### config.mk
export PLATFORM = sky130hd
export DESIGN_NAME = lfsr_stream
export DESIGN_NICKNAME = d
export VERILOG_FILES = /design/src/rtl/lfsr_stream.sv
export SDC_FILE = /design/constraint.sdc
export NUM_CORES = 1
export LEC_CHECK = 0
export BUFFER_PORTS_ARGS = -buffer_cell sky130_fd_sc_hd__buf_2
export CORE_MARGIN = 8
export CORE_UTILIZATION = 45
export DETAILED_ROUTE_END_ITERATION = 12
export GPL_ROUTABILITY_DRIVEN = 0
export GPL_TIMING_DRIVEN = 0
export PLACE_DENSITY = 0.71
export SLEW_MARGIN = 25
export SYNTH_ARGS = -nofsm -noshare
export SYNTH_HDL_FRONTEND = slang
export SYNTH_SLANG_ARGS = --single-unit
### constraint.sdc
create_clock -name clk -period 2 [get_ports clk]
set_input_delay 0.3 -clock clk [delete_from_list [all_inputs] [get_ports clk]]
set_output_delay 0.3 -clock clk [all_outputs]
set_load 0.02 [all_outputs]
### src/rtl/lfsr_stream.sv
// Leap-forward XNOR LFSR on a valid/ready stream. It reseeds at runtime, replaces a
// lockup seed with all-ones, runs an optional warm-up after every load and counts beats.
module lfsr_stream #(
   parameter int unsigned      WIDTH        = 16,
   parameter logic [WIDTH-1:0] POLYNOMIAL   = 16'h8016,
   parameter int unsigned      OUT_WIDTH    = 1,
   parameter logic [WIDTH-1:0] RESET_SEED   = WIDTH'(1),
   parameter int unsigned      WARMUP_BEATS = 0,
   parameter int unsigned      COUNT_WIDTH  = 32
) (
   input  logic                   clk,
   input  logic                   reset,
   input  logic [WIDTH-1:0]       seed,
   input  logic                   seed_valid,
   output logic [OUT_WIDTH-1:0]   out_data,
   output logic                   out_valid,
   input  logic                   out_ready,
   output logic                   seed_fixed,
   output logic [COUNT_WIDTH-1:0] beat_count
);

   if (WIDTH < 4 || WIDTH > 64) begin : g_bad_width
      $error("lfsr_stream: WIDTH must be in 4..64");
   end
   if (POLYNOMIAL == '0) begin : g_bad_poly
      $error("lfsr_stream: POLYNOMIAL must not be zero");
   end
   if (OUT_WIDTH < 1 || OUT_WIDTH > WIDTH) begin : g_bad_out
      $error("lfsr_stream: OUT_WIDTH must be in 1..WIDTH");
   end
   if (WARMUP_BEATS > 255) begin : g_bad_warm
      $error("lfsr_stream: WARMUP_BEATS must be in 0..255");
   end

   // An XNOR chain over an even number of taps maps all-zeros onto itself.
   localparam bit               HAS_LOCKUP  = ($countones(POLYNOMIAL) % 2) == 0;
   localparam bit               RESET_LOCK  = HAS_LOCKUP && (RESET_SEED == '0);
   localparam logic [WIDTH-1:0] RESET_STATE = RESET_LOCK ? '1 : RESET_SEED;
   localparam logic [7:0]       WARM_LOAD   = 8'(WARMUP_BEATS);

   typedef enum logic {
      WARMUP,
      RUN
   } fsm_t;

   fsm_t                   fsm_state, fsm_next;
   logic [WIDTH-1:0]       lfsr, lfsr_next, lfsr_beat;
   logic [7:0]             warm_cnt, warm_next;
   logic [COUNT_WIDTH-1:0] count_next;
   logic                   fixed_next;

   function automatic logic [WIDTH-1:0] step(input logic [WIDTH-1:0] s);
      logic acc;
      acc = 1'b0;
      for (int unsigned i = 0; i < WIDTH; i++) begin
         if (POLYNOMIAL[i]) acc = ~(acc ^ s[i]);
      end
      return {s[WIDTH-2:0], acc};
   endfunction

   function automatic logic [WIDTH-1:0] beat(input logic [WIDTH-1:0] s);
      logic [WIDTH-1:0] r;
      r = s;
      for (int unsigned i = 0; i < OUT_WIDTH; i++) r = step(r);
      return r;
   endfunction

   assign lfsr_beat = beat(lfsr);
   assign out_data  = lfsr[OUT_WIDTH-1:0];

   always_comb begin
      fsm_next   = fsm_state;
      lfsr_next  = lfsr;
      warm_next  = warm_cnt;
      count_next = beat_count;
      fixed_next = seed_fixed;
      out_valid  = 1'b0;
      unique case (fsm_state)
         WARMUP: begin
            lfsr_next = lfsr_beat;
            warm_next = warm_cnt - 8'd1;
            if (warm_cnt <= 8'd1) fsm_next = RUN;
         end
         RUN: begin
            out_valid = 1'b1;
            if (out_ready) begin
               lfsr_next  = lfsr_beat;
               count_next = beat_count + COUNT_WIDTH'(1);
            end
         end
         default: fsm_next = RUN;
      endcase
      // A seed load overrides whatever the FSM decided, including a concurrent handshake.
      if (seed_valid) begin
         fixed_next = HAS_LOCKUP && (seed == '0);
         lfsr_next  = fixed_next ? '1 : seed;
         count_next = '0;
         warm_next  = WARM_LOAD;
         fsm_next   = (WARMUP_BEATS > 0) ? WARMUP : RUN;
      end
   end

   always_ff @(posedge clk) begin
      if (reset) begin
         lfsr       <= RESET_STATE;
         seed_fixed <= RESET_LOCK;
         beat_count <= '0;
         warm_cnt   <= WARM_LOAD;
         fsm_state  <= (WARMUP_BEATS > 0) ? WARMUP : RUN;
      end else begin
         lfsr       <= lfsr_next;
         seed_fixed <= fixed_next;
         beat_count <= count_next;
         warm_cnt   <= warm_next;
         fsm_state  <= fsm_next;
      end
   end

endmodule

**Yosys cells after proc, flatten, opt, wreduce, memory -nomap -nowiden**

Index checks and enable logic that the tools add are counted.

- Register bits: 58
- Bits in latches: 0
- Bits in writable memories: 0
- Bits in read-only memories: 0
- Memories kept: 0

- Add/sub/neg operators: 2
- Multipliers: 0
- Div/mod/pow operators: 0
- Magnitude comparators: 1
- Eq/ne operators: 1
- Shift operators: 0
- Mux-type cells: 6
- Bitwise gates (word level): 8
- Reduce and logical (&&, ||, !) cells: 4

Operators by type and width:

| operator | count |
|---|---|
| $mux 16 | 3 |
| $add 32x1->32 const B | 1 |
| $pmux 16 s2 | 1 |
| $logic_not 16->1 | 1 |
| $le 8x1->1 const B | 1 |
| $sub 8x1->8 const B | 1 |
| $not 1->1 | 5 |
| $ne 3x3->1 const B | 1 |
| $reduce_or 3->1 | 1 |
| $xor 1x1->1 | 3 |
| $mux 1 | 2 |
| $reduce_and 2->1 | 1 |
| $reduce_or 2->1 | 1 |

**Depth between registers and ports, before layout**

- Word-level depth: 10
- Depth in mapped cells: 6
- Depth with buffers taken out: 6

**Worst setup path before layout**

Ideal clock, no wire load.

- Path type: flip-flop to flip-flop
- Start: register beat_count[2]
- End: register beat_count[16]
- Data arrival time: 1.861 ns
- Setup slack: 0.068 ns
- Cell stages (with the launch flop): 6
- Buffers on the path: 1
- Cells stage by stage: dfxtp_1 > nand4_4 > or4_1 > buf_2 > or3_1 > a21oi_1

- Longest elaborated chain between the ends: 1

Ends and longest elaborated chain:

| item | RTL line | text |
|---|---|---|
| from (decl) | 19 | `output logic [COUNT_WIDTH-1:0] beat_count` |
| from (signal assigned) | 113 | `beat_count <= count_next;` |
| $add 32x1->32 | 88 | `count_next = beat_count + COUNT_WIDTH'(1);` |

Every way passes these cells.
A chain may end at the register's enable or synchronous reset.

**Final worst setup path**

- Start: register beat_count[13]
- End: register beat_count[29]

The elaborated chain is that of the path after synthesis.

==> run metrics <==
PD cells around 700 nW/um^2; hold_sp seed[0]; CTS sink count 58; Fmax about 530 MHz; gr usage total 0.161; Worst Path Buf+Inv 1; CP cell instances nand3_1 -> clkbuf_1 -> or4_1 -> o311ai_1 -> o41ai_1; Critical R2R Launch beat_count[13]$_SDFFE_PP0P_; Post-route DRC 0; die width about 95 microns; via count about 2600; drt first pass iters 4; drt initial violations 135; Setup CP Type flop to flop; CTS Buf Count 9; Crit. Startpoint beat_count[13]$_SDFFE_PP0P_; overall power around 0.0024 W; GRT overflow 0; Post-Syn Instances roughly 320; DP Wirelength just over 5 mm; clk slew on worst S/H paths approximately 0.06 ns; drt total wl 6.92 mm; Antenna Violating Nets Remaining 0; antenna violations before repair 0; WL per Instance about 15 microns; H-Tree Depth 3; Via density roughly 5.6; Synth-to-Final Area Change 21.4%; die area between 8000 and 9000 sq um; CP peak stage delay approximately 0.60 ns; measured slew at the worst slew-check pin 0.649 ns; Yosys cell types 38; Post-Syn Area between 2000 and 3000 sq um; startpoint types flop; Commonest cells post-synth dfxtp_1, nor2_1, a21oi_1; Worst Path Required between 2 and 2.5 ns; clk buf depth 2; MaxCap Viol Count 0; CP Capture Type flop; Max transition margin 0.564; Seq/Total Area, Yosys 0.415; final cell count without fillers 464; core footprint just under 6000 sq um; maximum number of pins on one net before global-route repair 11; layout cell share with drive strength beyond 1 0.231; I/O pin count 55; Crit path max-delay family simple AND/OR/NAND/NOR gates; chip height 94.8 microns; Worst path slowest cell or4_1; clock skew ~0.009 ns; async set-or-reset flop fraction in the synthesized netlist 0; EDFF count, synth 0; ranking of synthesized cells by area dfxtp_1, mux2i_1, nor2_1, a21oi_1, or3_1; synth warn 0; Worst-Skew Late Latency around 0.34 ns; vias in the first global route around 2500; Net Count, Synth approximately 340; Port Buf Inserts 53; CP Data Arrival Time 2.11 ns; CTS tree built; nets@finish a little over 400; placed insts roughly 450; Hold Buf Count CTS 0; Tcrit/Tclk final 0.946; Final min period about 1.9 ns; first-pass GRT wire length about 12 mm; register bit total from synthesis 58; Mean Syn Cell Area roughly 8.7 sq um; Worst VDD drop between 400 and 500 uV; post-synth top area share 0.415; min-delay worst type input pin to flop; largest fanout on the critical path 10; final hold violations 0; outcome finished, final reports clean; unrepaired setup endpoints after global routing no; Antenna Cells 0; # setup viols final 0; Most used DFF post-synth dfxtp_1; Root Buffer clkbuf_8; Initial Utilization 0.470; largest area contributor in the netlist dfxtp_1; row cnt 28; cell with the most instances after synthesis dfxtp_1; max-slew violation count 0; Leak 1.36 nW
==> timing repair <==
item | CTS | global route
gates resized for setup | 1 | 11
gates cloned | 0 | 0
pin swaps | 1 | 0
buffers inserted | 1 | 0
setup endpoints to repair | 1 | 15
==> through the flow <==
step	hold slack [ns]	setup WS (ns)	TNS (ns)	utilization	area (sq um)
after floorplan	0.463	0.0682	0	-	2800
after global placement	0.432	-0.108	-0.820	0.530	3160
after detailed placement	0.436	-0.141	-1.20	0.530	3160
after CTS	0.260	0.0100	0	0.563	3360
after global routing	0.302	0.00659	0	0.570	3400
final	0.283	0.108	0	0.570	3400
==> power by group <==
group	switching, W	total (W)	internal (W)
Combinational	0.0000957	0.000165	0.0000695
Clock	0.000447	0.00107	0.000625
Sequential	0.0000165	0.00120	0.00118
==> area by class of cell <==
| cell class | instances | area [sq um] |
|---|---|---|
| buffer | 15 | 58.8 |
| clock buffer | 11 | 151 |
| clock inverter | 3 | 40.0 |
| fill | 564 | 2560 |
| inverter | 8 | 30.0 |
| multi-input combinational | 240 | 1580 |
| sequential | 58 | 1170 |
| tap | 75 | 93.8 |
| timing repair buffer | 54 | 273 |
==> sequential cells by signal (all words and copies together) (netlist names) <==
| register | flops |
|---|---|
| warm_cnt | 8 |
| seed_fixed | 1 |
| fsm_state | 1 |
| lfsr | 16 |
| beat_count | 32 |
==> kinds of logic after synthesis <==
kind of cell,synth area share
simple gates,0.262
compound gates,0.154
flops,0.415
buf+inv,0.0318
xor+xnor,0.0626
mux,0.0608
fa+ha+maj,0.0134
==> worst reg2reg max path, delay by kind of cell (launching register included) <==
kind,cells,cell delay [ns]
and+or+nand+nor,2,0.76
buffers and inverters,1,0.25
AOI/OAI and AO/OA,2,0.36
DFF,1,0.40
==> layout by cell type (no fill, tap or decap), drive strengths merged, types with 3 or more instances in the layout <==
cell type,synthesis,layout
a211oi,9,9
nand3,12,12
o311ai,4,4
clkbuf,12,23
nand4,9,9
o21bai,6,6
nor4,12,12
nor2,38,38
buf,3,57
ha,3,3
dfxtp,58,58
nor3,4,4
or4,7,7
o41ai,6,6
a21oi,24,24
nand2,17,17
mux2i,17,17
or2,3,3
o21ai,11,11
and4,5,5
or3,16,16
xor2,11,11
and3,4,4
inv,8,8
xnor2,9,9
==> final timing paths <==
check	to	slack (ns)	depth (start not counted)
max reg2reg	beat_count[29]$_SDFFE_PP0P_	0.11	5
min reg2reg	seed_fixed$_SDFFE_PP0P_	0.45	1
min	lfsr[0]$_SDFFE_PP1P_	0.28	3
max	beat_count[29]$_SDFFE_PP0P_	0.11	5
==> per-layer routing <==
| metal | GRT usage | vias up | share of wire |
|---|---|---|---|
| met2 | 0.276 | 46 | 0.49 |
| met4 | 0.0715 | 0 | 0.016 |
| met1 | 0.186 | 1225 | 0.44 |
| li1 | - | 1324 | - |
| met5 | 0 | - | 0 |
| met3 | 0.0413 | 11 | 0.049 |
No activity file was read; power rests on OpenSTA's default activity.
